File: config.mk
export PLATFORM = sky130hd
export DESIGN_NAME = negedge_pipe_reg
export DESIGN_NICKNAME = d
export VERILOG_FILES = /design/src/rtl/negedge_pipe_pkg.sv /design/src/rtl/negedge_pipe_stage.sv /design/src/rtl/negedge_pipe_reg.sv
export SDC_FILE = /design/constraint.sdc
export NUM_CORES = 1
export LEC_CHECK = 0
export CAP_MARGIN = 30
export CORE_UTILIZATION = 40
export DETAILED_ROUTE_END_ITERATION = 8
export DONT_BUFFER_PORTS = 1
export PLACE_DENSITY = 0.55
export SLEW_MARGIN = 20
export SYNTH_ARGS = -nofsm -noshare
export SYNTH_HDL_FRONTEND = slang
export SYNTH_SLANG_ARGS = --single-unit
File: constraint.sdc
create_clock -name CLK -period 3.55 [get_ports CLK]
set_input_delay 0.5325 -clock CLK [delete_from_list [all_inputs] [get_ports CLK]]
set_output_delay 0.5325 -clock CLK [all_outputs]
set_load 0.005 [all_outputs]
File: src/rtl/negedge_pipe_pkg.sv
// Shared definitions for the falling-edge pipeline register: size limits,
// occupancy-width derivation and the stage record used by checkers.
package negedge_pipe_pkg;

    localparam int MIN_DEPTH = 1;
    localparam int MIN_WIDTH = 1;
    localparam int MAX_WIDTH = 64;

    // Counter must represent 0..depth inclusive.
    function automatic int occ_width(input int depth);
        return $clog2(depth + 1);
    endfunction

    typedef struct packed {
        logic                 vld;
        logic [MAX_WIDTH-1:0] dat;
    } stage_t;

endpackage

File: src/rtl/negedge_pipe_stage.sv
// One valid+data register on the falling edge of CLK; loads when load=1.
// Data only captures valid words, so bubbles do not toggle the data flops.
module negedge_pipe_stage #(
    parameter int WIDTH = 8
) (
    input  logic             CLK,
    input  logic             R,
    input  logic             flush,
    input  logic             load,
    input  logic             nxt_vld,
    input  logic [WIDTH-1:0] nxt_dat,
    output logic             vld,
    output logic [WIDTH-1:0] dat
);

    always_ff @(negedge CLK or negedge R) begin
        if (!R) begin
            vld <= 1'b0;
        end else if (flush) begin
            vld <= 1'b0;
        end else if (load) begin
            vld <= nxt_vld;
        end
    end

    always_ff @(negedge CLK or negedge R) begin
        if (!R) begin
            dat <= '0;
        end else if (load && nxt_vld && !flush) begin
            dat <= nxt_dat;
        end
    end

endmodule

File: src/rtl/negedge_pipe_reg.sv
// WIDTH x DEPTH falling-edge pipeline with valid/ready, flush and occupancy; DEPTH edges latency.
// Stalls ripple from OUT_READY back to IN_READY combinationally; a full, stalled pipe refuses input.
module negedge_pipe_reg
    import negedge_pipe_pkg::*;
#(
    parameter  int WIDTH = 8,
    parameter  int DEPTH = 2,
    localparam int CW    = occ_width(DEPTH)
) (
    input  logic             CLK,
    input  logic             R,
    input  logic             FLUSH,
    input  logic             IN_VALID,
    output logic             IN_READY,
    input  logic [WIDTH-1:0] D,
    output logic             OUT_VALID,
    input  logic             OUT_READY,
    output logic [WIDTH-1:0] Q,
    output logic [CW-1:0]    OCC
);

    logic [DEPTH-1:0] v;
    logic [WIDTH-1:0] d [DEPTH];
    logic [DEPTH-1:0] adv;
    logic             in_xfer;
    logic             out_xfer;
    logic [CW-1:0]    occ_q;
    logic [CW-1:0]    occ_nxt;

    // A stage may advance when any stage at or beyond it is empty, or the output drains.
    always_comb begin
        for (int i = 0; i < DEPTH; i++) begin
            adv[i] = OUT_READY;
            for (int j = i; j < DEPTH; j++) begin
                if (!v[j]) begin
                    adv[i] = 1'b1;
                end
            end
        end
    end

    for (genvar i = 0; i < DEPTH; i++) begin : g_stage
        logic             lv;
        logic [WIDTH-1:0] ld;

        if (i == 0) begin : g_head
            assign lv = IN_VALID;
            assign ld = D;
        end else begin : g_body
            assign lv = v[i-1];
            assign ld = d[i-1];
        end

        negedge_pipe_stage #(
            .WIDTH (WIDTH)
        ) u_stage (
            .CLK     (CLK),
            .R       (R),
            .flush   (FLUSH),
            .load    (adv[i]),
            .nxt_vld (lv),
            .nxt_dat (ld),
            .vld     (v[i]),
            .dat     (d[i])
        );
    end

    assign IN_READY  = adv[0];
    assign OUT_VALID = v[DEPTH-1];
    assign Q         = d[DEPTH-1];
    assign OCC       = occ_q;

    assign in_xfer  = IN_VALID & IN_READY;
    assign out_xfer = OUT_VALID & OUT_READY;

    always_comb begin
        occ_nxt = occ_q;
        if (FLUSH) begin
            occ_nxt = '0;
        end else if (in_xfer && !out_xfer && occ_q != CW'(DEPTH)) begin
            occ_nxt = occ_q + 1'b1;
        end else if (!in_xfer && out_xfer && occ_q != '0) begin
            occ_nxt = occ_q - 1'b1;
        end
    end

    always_ff @(negedge CLK or negedge R) begin
        if (!R) begin
            occ_q <= '0;
        end else begin
            occ_q <= occ_nxt;
        end
    end

    a_ctrl_known: assert property (@(negedge CLK) disable iff (!R)
        !$isunknown({IN_VALID, OUT_READY}));

    // The counter is a shadow of the valid bits; any divergence means a lost or invented word.
    a_occ_bounds: assert property (@(negedge CLK) disable iff (!R)
        (int'(occ_q) <= DEPTH) && (int'(occ_q) == $countones(v)));

endmodule
==> out/results.tsv, run 1 <==
stage	metric	value	unit
clock_network	cts_tree	done	
critical_path	end_kind	output port	
cells_and_area	drive_gt1_frac	0.381	
global_routing	grt_max_degree	21	
critical_path	cp-start-kind	flip-flop	
critical_path	slowest_stage	dfrtn_1	
route	drt_iter0_markers	6	
floorplan	io_pins	25	
synthesis	ys_ff_latch	20	
clock_network	cts_resized	0	
clock_network	clk_pin_slew	0.08	ns
pwr	power_density	607	nW/um2
pwr	power.total	0.000571	W
floorplan	core	2000	um2
synthesis	syn_inst	60	
pwr	leakage	0.425	nW
floorplan	dieArea	2350	um2
cells_and_area	finish.utilization	0.470	
timing	tightest_slew	0.468	ns
floorplan	die_x	48.5	um
placed_design	hpwl	975	um
hold_path	hold_class	flip-flop to flip-flop	
critical_path	cp.required	3.02	ns
cells_and_area	nNetsFinal	77	
pwr	ir_drop	333	uV
cells_and_area	antenna_cells	0	
critical_path	max_stage_delay	0.56	ns
route	vias_per_cell	5.52	
placed_design	place_congestion	0.776	
global_routing	overflow	0	
cells_and_area	final_common_cell	dfrtn_1	
critical_path	crit_fanout	8	
synthesis	syn_area	866	um2
global_routing	grt_use_total	0.140	
timing	hold_viol	0	
timing	worst_slack	0.165	ns
global_routing	grt_pass1_vias	500	
run_status	status	completed	
critical_path	worstSetupPathType	flip-flop to output port	
synthesis	yosysWarnings	0	
synthesis	syn_avg_cell_area	14.4	um2
synthesis	synth_nets	73	
placed_design	port_buffers	0	
timing	setup_viol	0	
synthesis	seq_area_frac_synth	0.578	
floorplan	initial_core_util	0.432	
route	drc	0	
critical_path	cp_cell_sequence	nand3b_1	
timing	maxSlewViolCount	0	
route	drtPass1Iterations	4	
timing	slew_headroom	0.688	
floorplan	rows	16	
clock_network	cts_hold_buf	0	
global_routing	antenna_found_initial	0	
route	wl	1.35	mm
route	num_vias	497	
clock_network	cts.path.max_buffers	2	
clock_network	post_cts_buffers	0	
clock_network	clock_latency	0.29	ns
clock_network	numCtsBuffers	3	
timing	rsz0062_at_grt	false	
critical_path	r2r-start	g_stage[1].u_stage.vld	
synthesis	ys_types	22	
job	drv_cap	0	
critical_path	crit_arrival	2.85	ns
clock_network	htreeDepth	1	
hold_path	hold_path.startpoint	g_stage[0].u_stage.dat[4]	
route	post_drt_wl_per_cell	15.0	um
clock_network	clock-root-buffer	clkbuf_4	
critical_path	r2r_setup_slack	2.02	ns
timing	fin_skew	0.00352	ns
critical_path	startpoint	g_stage[1].u_stage.vld	
timing	setup-tns-final	0	ns
critical_path	cp_top_family	flip-flops	
clock_network	cts.sinks	20	
cells_and_area	syn_to_final_growth	8.67	%
placed_design	preCtsSetupSlack	0.232	ns
cells_and_area	final_cell_mix	20 x dfrtn_1, 8 x mux2_4, 8 x mux2_2	
critical_path	crit_buf_inv	0	
global_routing	grt_pass1_wl	2.43	mm
floorplan	fp.dieH	48.5	um
route	ant_nets	0	
-- metrics by stage --
step | hold WS (ns) | std cells | area [um2]
CTS | 0.448 | 90 | 941
floorplan | 0.436 | 60 | 866
global placement | 0.439 | 86 | 888
finish | 0.447 | 90 | 941
detailed placement | 0.446 | 86 | 888
global route | 0.461 | 90 | 941
-- path summary, 6_finish.rpt --
path	end	cells after the start
worst min-delay path	g_stage[1].u_stage.dat[4]	1
worst min register to register	g_stage[1].u_stage.dat[4]	1
max in group asynchronous	OCC[1]	0
min in group asynchronous	g_stage[1].u_stage.dat[3]	0
worst max-delay path	IN_READY	1
worst max register to register	g_stage[0].u_stage.dat[5]	3
-- report_power, final --
group          switching (W)  total [W]  internal, W
registers          0.0000353   0.000313     0.000278
clock network      0.0000696   0.000184     0.000114
logic              0.0000190  0.0000741    0.0000551
total               0.000124   0.000571     0.000447
-- per-layer routing --
layer	vias up	wire length, um	track usage
li1	225	-	-
met1	255	648	0.189
met2	15	609	0.202
met3	2	75	0.0503
met4	0	15	0.0588
met5	-	0	0
-- registers in the layout, summed over array words and instances (netlist names) --
register and count:
OCC 2, g_stage.u_stage.dat 16, g_stage.u_stage.vld 2
-- cell type report --
type	count	area, um2
fillers	185	1060
clock buffers	3	22.5
well taps	27	33.8
multi-input cells	36	343
inverters	3	11.3
flip-flops and latches	20	500
clock inverters	1	30.0
-- cells in the mapped netlist --
cell / n / area share
a211o_1: 1 / 0.010
a21oi_1: 2 / 0.012
a31o_2: 1 / 0.010
buf_6: 1 / 0.013
dfrtn_1: 20 / 0.58
inv_1: 2 / 0.0087
inv_2: 1 / 0.0043
mux2_2: 8 / 0.10
mux2_4: 8 / 0.14
nand2_1: 2 / 0.0087
nand2_2: 1 / 0.0072
nand3_1: 2 / 0.012
nand3b_1: 1 / 0.0087
nor2_1: 1 / 0.0043
nor2b_1: 2 / 0.014
o2111ai_1: 1 / 0.010
o21a_2: 1 / 0.010
o21ai_0: 1 / 0.0058
o221ai_1: 1 / 0.010
o32a_1: 1 / 0.012
o32ai_1: 1 / 0.010
or4_1: 1 / 0.0087
-- cells by family after synthesis --
logic type             count (synthesis)  synth area share
muxes                                 16             0.243
DFF                                   20             0.578
and+or+nand+nor                       10            0.0636
AOI/OAI and AO/OA                     10            0.0896
buffers and inverters                  4            0.0260
(Power assumes the default switching activity.)
==> run 2: changes to the inputs <==
--- a/config.mk
+++ b/config.mk
@@ -6,10 +6,10 @@
 export NUM_CORES = 1
 export LEC_CHECK = 0
 export CAP_MARGIN = 30
-export CORE_UTILIZATION = 40
+export CORE_UTILIZATION = 56
 export DETAILED_ROUTE_END_ITERATION = 8
 export DONT_BUFFER_PORTS = 1
-export PLACE_DENSITY = 0.55
+export PLACE_DENSITY = 0.72
 export SLEW_MARGIN = 20
 export SYNTH_ARGS = -nofsm -noshare
 export SYNTH_HDL_FRONTEND = slang
==> out/results.tsv, run 2 (synthesis results as in run 1) <==
stage	metric	value	unit	change
clock_network	cts_hold_buf	0		unchanged
cells_and_area	n_fill_cell	104		was 185
critical_path	crit_fanout	8		unchanged
cells_and_area	syn_to_final_growth	6.94	%	was 8.67%
pwr	power_density	617	nW/um2	was 607 nW/um2
critical_path	cp.required	3.02	ns	about the same
global_routing	grt_max_degree	21		unchanged
timing	fin_skew	0.00791	ns	was 0.00352 ns
global_routing	grt_use_met3	0.0851		was 0.0503
global_routing	grt_pass1_wl	1.77	mm	was 2.43 mm
floorplan	fp.dieH	41.3	um	was 48.5 um
clock_network	cts_tree	done		unchanged
timing	maxSlewViolCount	0		unchanged
timing	tightest_slew	0.438	ns	was 0.468 ns
cells_and_area	multi_input_area	343	um2	unchanged
placed_design	hpwl	917	um	was 975 um
timing	rsz0062_at_grt	false		unchanged
route	post_drt_wl_per_cell	16.9	um	was 15.0 um
clock_network	clk_pin_slew	0.08	ns	about the same
cells_and_area	antenna_cells	0		unchanged
global_routing	top_usage_layer	met2		unchanged
timing	slew_headroom	0.708		was 0.688
placed_design	place_area	873	um2	was 888 um2
clock_network	post_cts_buffers	0		unchanged
floorplan	io_pins	25		unchanged
timing	setup_viol	0		unchanged
critical_path	end_kind	output port		unchanged
cells_and_area	final_cells	78		was 90
clock_network	cts.sinks	20		unchanged
pwr	leakage	0.425	nW	unchanged
clock_network	clock_latency	0.30	ns	was 0.29 ns
job	drv_cap	0		unchanged
clock_network	cts_resized	0		unchanged
cells_and_area	largest_register_ff_count	16		unchanged
run_status	status	completed		unchanged
global_routing	overflow	0		unchanged
cells_and_area	drive_gt1_frac	0.381		unchanged
cells_and_area	final_common_cell	dfrtn_1		unchanged
route	drtPass1Iterations	4		unchanged
cells_and_area	nNetsFinal	77		unchanged
floorplan	die_x	41.3	um	was 48.5 um
critical_path	crit_arrival	2.85	ns	about the same
global_routing	met1_usage	0.206		was 0.189
route	drc	0		unchanged
cells_and_area	final_area	926	um2	was 941 um2
critical_path	cp_top_family	flip-flops		unchanged
cells_and_area	final_cell_mix	20 x dfrtn_1, 8 x mux2_4, 8 x mux2_2		unchanged
placed_design	port_buffers	0		unchanged
timing	setup-tns-final	0	ns	unchanged
clock_network	clock-root-buffer	clkbuf_4		unchanged
global_routing	grt.met2_usage	0.246		was 0.202
global_routing	grt_use_total	0.167		was 0.140
placed_design	place_congestion	0.623		was 0.776
global_routing	antenna_found_initial	0		unchanged
cells_and_area	register_area	500	um2	unchanged
clock_network	numCtsBuffers	3		unchanged
pwr	ir_drop	395	uV	was 333 uV
critical_path	crit_buf_inv	0		unchanged
critical_path	slowest_stage	dfrtn_1		unchanged
clock_network	htreeDepth	1		unchanged
global_routing	grt_pass1_vias	410		was 500
cells_and_area	regMostFlops	g_stage.u_stage.dat		unchanged
critical_path	cp-start-kind	flip-flop		unchanged
floorplan	core	1370	um2	was 2000 um2
placed_design	dp_cells	74		was 86
clock_network	cts.path.max_buffers	2		unchanged
critical_path	cp_cell_sequence	nand3b_1		unchanged
route	wl	1.32	mm	was 1.35 mm
timing	hold_viol	0		unchanged
floorplan	dieArea	1710	um2	was 2350 um2
critical_path	max_stage_delay	0.55	ns	was 0.56 ns
floorplan	initial_core_util	0.634		was 0.432
route	num_vias	468		was 497
route	ant_nets	0		unchanged
hold_path	hold_class	flip-flop to flip-flop		unchanged
route	drt_iter0_markers	3		was 6
floorplan	rows	13		was 16
critical_path	worstSetupPathType	flip-flop to output port		unchanged
route	vias_per_cell	6.00		was 5.52
-- run 2: cell counts in the layout (fill, tap and decap cells not counted) --
Identical to the previous run, type by type.
-- run 2: worst paths after layout --
| path | start | to | slack [ns] | cells after the start |
|---|---|---|---|---|
| worst max-delay path | g_stage[1].u_stage.vld | IN_READY | 0.16 | 1 |
| worst min-delay path | g_stage[0].u_stage.dat[3] | g_stage[1].u_stage.dat[3] | 0.44 | 1 |
| worst max register to register | g_stage[1].u_stage.vld | g_stage[0].u_stage.dat[6] | 2.00 | 3 |
| worst min register to register | g_stage[0].u_stage.dat[3] | g_stage[1].u_stage.dat[3] | 0.44 | 1 |
| max in group asynchronous | R | OCC[0] | 1.86 | 0 |
| min in group asynchronous | R | g_stage[1].u_stage.dat[7] | 1.58 | 0 |
-- run 2: final cells by class --
type | count | area share
sequential | 20 | 0.541
multi-input combinational | 36 | 0.370
clock inverter | 1 | 0.0324
clock buffer | 3 | 0.0243
tap | 15 | 0.0203
inverter | 3 | 0.0122
-- run 2: routing by layer --
layer / vias to the layer above / part of all wire
li1: 225 / -
met1: 228 / 0.47
met2: 15 / 0.46
met3: 0 / 0.064
met4: 0 / 0
met5: - / 0
-- run 2: stage by stage --
stage	total power, W	worst slack, ns	utilization	hold slack, ns
after global routing	0.000596	0.0693	0.678	0.457
after detailed placement	0.000394	0.233	0.639	0.452
final	0.000572	0.165	0.678	0.438
after floorplan	0.000378	0.343	-	0.436
after global placement	0.000391	0.226	0.639	0.445
after CTS	0.000577	0.152	0.678	0.450
-- run 2: report_power, final --
part	switching, W	total (W)	internal [W]
Combinational	0.0000201	0.0000752	0.0000551
Sequential	0.0000363	0.000314	0.000278
Clock	0.0000678	0.000182	0.000114
Total	0.000124	0.000572	0.000447
==> run 3: changes to the inputs <==
--- a/config.mk
+++ b/config.mk
@@ -6,11 +6,12 @@
 export NUM_CORES = 1
 export LEC_CHECK = 0
 export CAP_MARGIN = 30
-export CORE_UTILIZATION = 56
+export CELL_PAD_IN_SITES_DETAIL_PLACEMENT = 2
+export CELL_PAD_IN_SITES_GLOBAL_PLACEMENT = 2
+export CORE_UTILIZATION = 42
 export DETAILED_ROUTE_END_ITERATION = 8
 export DONT_BUFFER_PORTS = 1
-export PLACE_DENSITY = 0.72
-export SLEW_MARGIN = 20
+export PLACE_DENSITY = 0.79
 export SYNTH_ARGS = -nofsm -noshare
 export SYNTH_HDL_FRONTEND = slang
 export SYNTH_SLANG_ARGS = --single-unit
==> out/results.tsv, run 3 (synthesis results as in run 1) <==
stage	metric	value	unit	change
clock_network	numCtsBuffers	3		unchanged
route	drtPass1Iterations	3		was 4
route	drt_iter0_markers	5		was 3
route	num_vias	511		was 468
pwr	ir_drop	300	uV	was 395 uV
critical_path	worstSetupPathType	flip-flop to output port		unchanged
cells_and_area	n_fill_cell	205		was 104
cells_and_area	antenna_cells	0		unchanged
route	wl_met1	748	um	was 626 um
critical_path	cp-start-kind	flip-flop		unchanged
timing	rsz0062_at_grt	true		was false
route	top_layer	met4		was met3
job	drv_cap	0		unchanged
floorplan	initial_core_util	0.446		was 0.634
timing	fin_skew	0.00121	ns	was 0.00791 ns
cells_and_area	drive_gt1_frac	0.391		was 0.381
global_routing	grt_max_degree	21		unchanged
critical_path	crit_arrival	2.98	ns	was 2.85 ns
critical_path	r2r_cells	2		was 3
clock_network	cts.sinks	20		unchanged
global_routing	overflow	0		unchanged
global_routing	grt_use_total	0.171		was 0.167
cells_and_area	final_common_cell	dfrtn_1		unchanged
critical_path	crit_fanout	8		unchanged
cells_and_area	largest_register_ff_count	16		unchanged
hold_path	hold_class	flip-flop to flip-flop		unchanged
floorplan	fp.dieH	47.4	um	was 41.3 um
route	post_drt_wl_per_cell	18.3	um	was 16.9 um
critical_path	cp.required	3.02	ns	about the same
timing	slew_headroom	0.678		was 0.708
timing	setup_viol	0		unchanged
floorplan	dieArea	2250	um2	was 1710 um2
placed_design	place_congestion	0.716		was 0.623
clock_network	clk_pin_slew	0.07	ns	was 0.08 ns
floorplan	core	1940	um2	was 1370 um2
global_routing	antenna_found_initial	0		unchanged
cells_and_area	register_area	500	um2	unchanged
route	drc	0		unchanged
clock_network	clock-root-buffer	clkbuf_4		unchanged
floorplan	die_x	47.4	um	was 41.3 um
clock_network	clock_latency	0.29	ns	was 0.30 ns
clock_network	htreeDepth	1		unchanged
placed_design	port_buffers	0		unchanged
placed_design	place_area	896	um2	was 873 um2
cells_and_area	nNetsFinal	78		was 77
clock_network	cts.path.max_buffers	2		unchanged
route	vias_per_cell	5.62		was 6.00
global_routing	grt_pass1_vias	537		was 410
route	ant_nets	0		unchanged
hold_path	hold_depth	1		unchanged
clock_network	post_cts_buffers	0		unchanged
pwr	power_density	558	nW/um2	was 617 nW/um2
route	wl	1.67	mm	was 1.32 mm
cells_and_area	final_cell_mix	20 x dfrtn_1, 8 x mux2_4, 8 x mux2_2		unchanged
floorplan	io_pins	25		unchanged
cells_and_area	final_area	936	um2	was 926 um2
clock_network	cts_tree	done		unchanged
timing	hold_viol	0		unchanged
timing	setup-tns-final	0	ns	unchanged
floorplan	rows	16		was 13
run_status	status	completed		unchanged
cells_and_area	regMostFlops	g_stage.u_stage.dat		unchanged
route	wl_met2	820	um	was 609 um
placed_design	hpwl	1.23	mm	was 917 um
timing	tightest_slew	0.483	ns	was 0.438 ns
timing	maxSlewViolCount	0		unchanged
critical_path	end_kind	output port		unchanged
cells_and_area	syn_to_final_growth	8.09	%	was 6.94%
route	met3_length	76	um	was 84 um
cells_and_area	multi_input_area	343	um2	unchanged
global_routing	grt_pass1_wl	2.54	mm	was 1.77 mm
pwr	leakage	0.424	nW	was 0.425 nW
run 3: changes by cell type in the layout (fill, tap and decap cells not counted):
cell / previous run / this run
buf_6: 0 / 1
bufinv_16: 1 / 0
clkbuf_8: 0 / 1
run 3: layout make-up:
cell class / instances / area share
Sequential cell: 20 / 0.535
Tap cell: 27 / 0.0361
Timing Repair Buffer: 1 / 0.0120
Multi-Input combinational cell: 36 / 0.366
Inverter: 3 / 0.0120
Clock buffer: 4 / 0.0388
run 3: per-layer routing:
| layer | vias up | GRT usage |
|---|---|---|
| li1 | 227 | - |
| met3 | 2 | 0.0346 |
| met5 | - | 0 |
| met2 | 13 | 0.268 |
| met1 | 269 | 0.215 |
| met4 | 0 | 0.103 |
run 3: report_power, final:
group          leakage, nW  switching [W]  internal (W)  total (W)
registers            0.242      0.0000381      0.000278   0.000316
clock network       0.0210      0.0000657     0.0000625   0.000128
logic                0.161      0.0000218     0.0000554  0.0000773
total                0.424       0.000126      0.000396   0.000522
run 3: final timing paths:
check	slack, ns	startpoint	to
max	0.04	g_stage[1].u_stage.vld	IN_READY
min	0.46	g_stage[0].u_stage.dat[4]	g_stage[0].u_stage.dat[4]
max reg2reg	2.00	g_stage[1].u_stage.vld	g_stage[1].u_stage.dat[7]
min reg2reg	0.46	g_stage[0].u_stage.dat[4]	g_stage[0].u_stage.dat[4]
max in group asynchronous	1.86	R	g_stage[1].u_stage.dat[0]
min in group asynchronous	1.58	R	g_stage[1].u_stage.dat[6]
run 3: critical path, cell delays in order (launching register included):
cell and delay, ns:
dfrtn_1 0.57, nand3b_1 0.18, buf_6 0.16
run 3: per-stage QoR:
step           worst slack, ns  total power [W]  utilization  hold slack, ns  instances
6_report                0.0380         0.000522        0.482           0.459         91
5_1_grt                -0.0309         0.000551        0.482           0.473         91
4_1_cts                 0.0264         0.000531        0.480           0.460         91
3_5_place_dp             0.249         0.000399        0.461           0.456         87
3_3_place_gp             0.257         0.000392        0.461           0.441         87
2_1_floorplan            0.343         0.000378            -           0.436         60
run 3: repair_timing:
item                                    4_1_cts  5_1_grt
hold buffers                                  0        0
endpoints found under the setup margin        0        1
resized for setup                             0        1
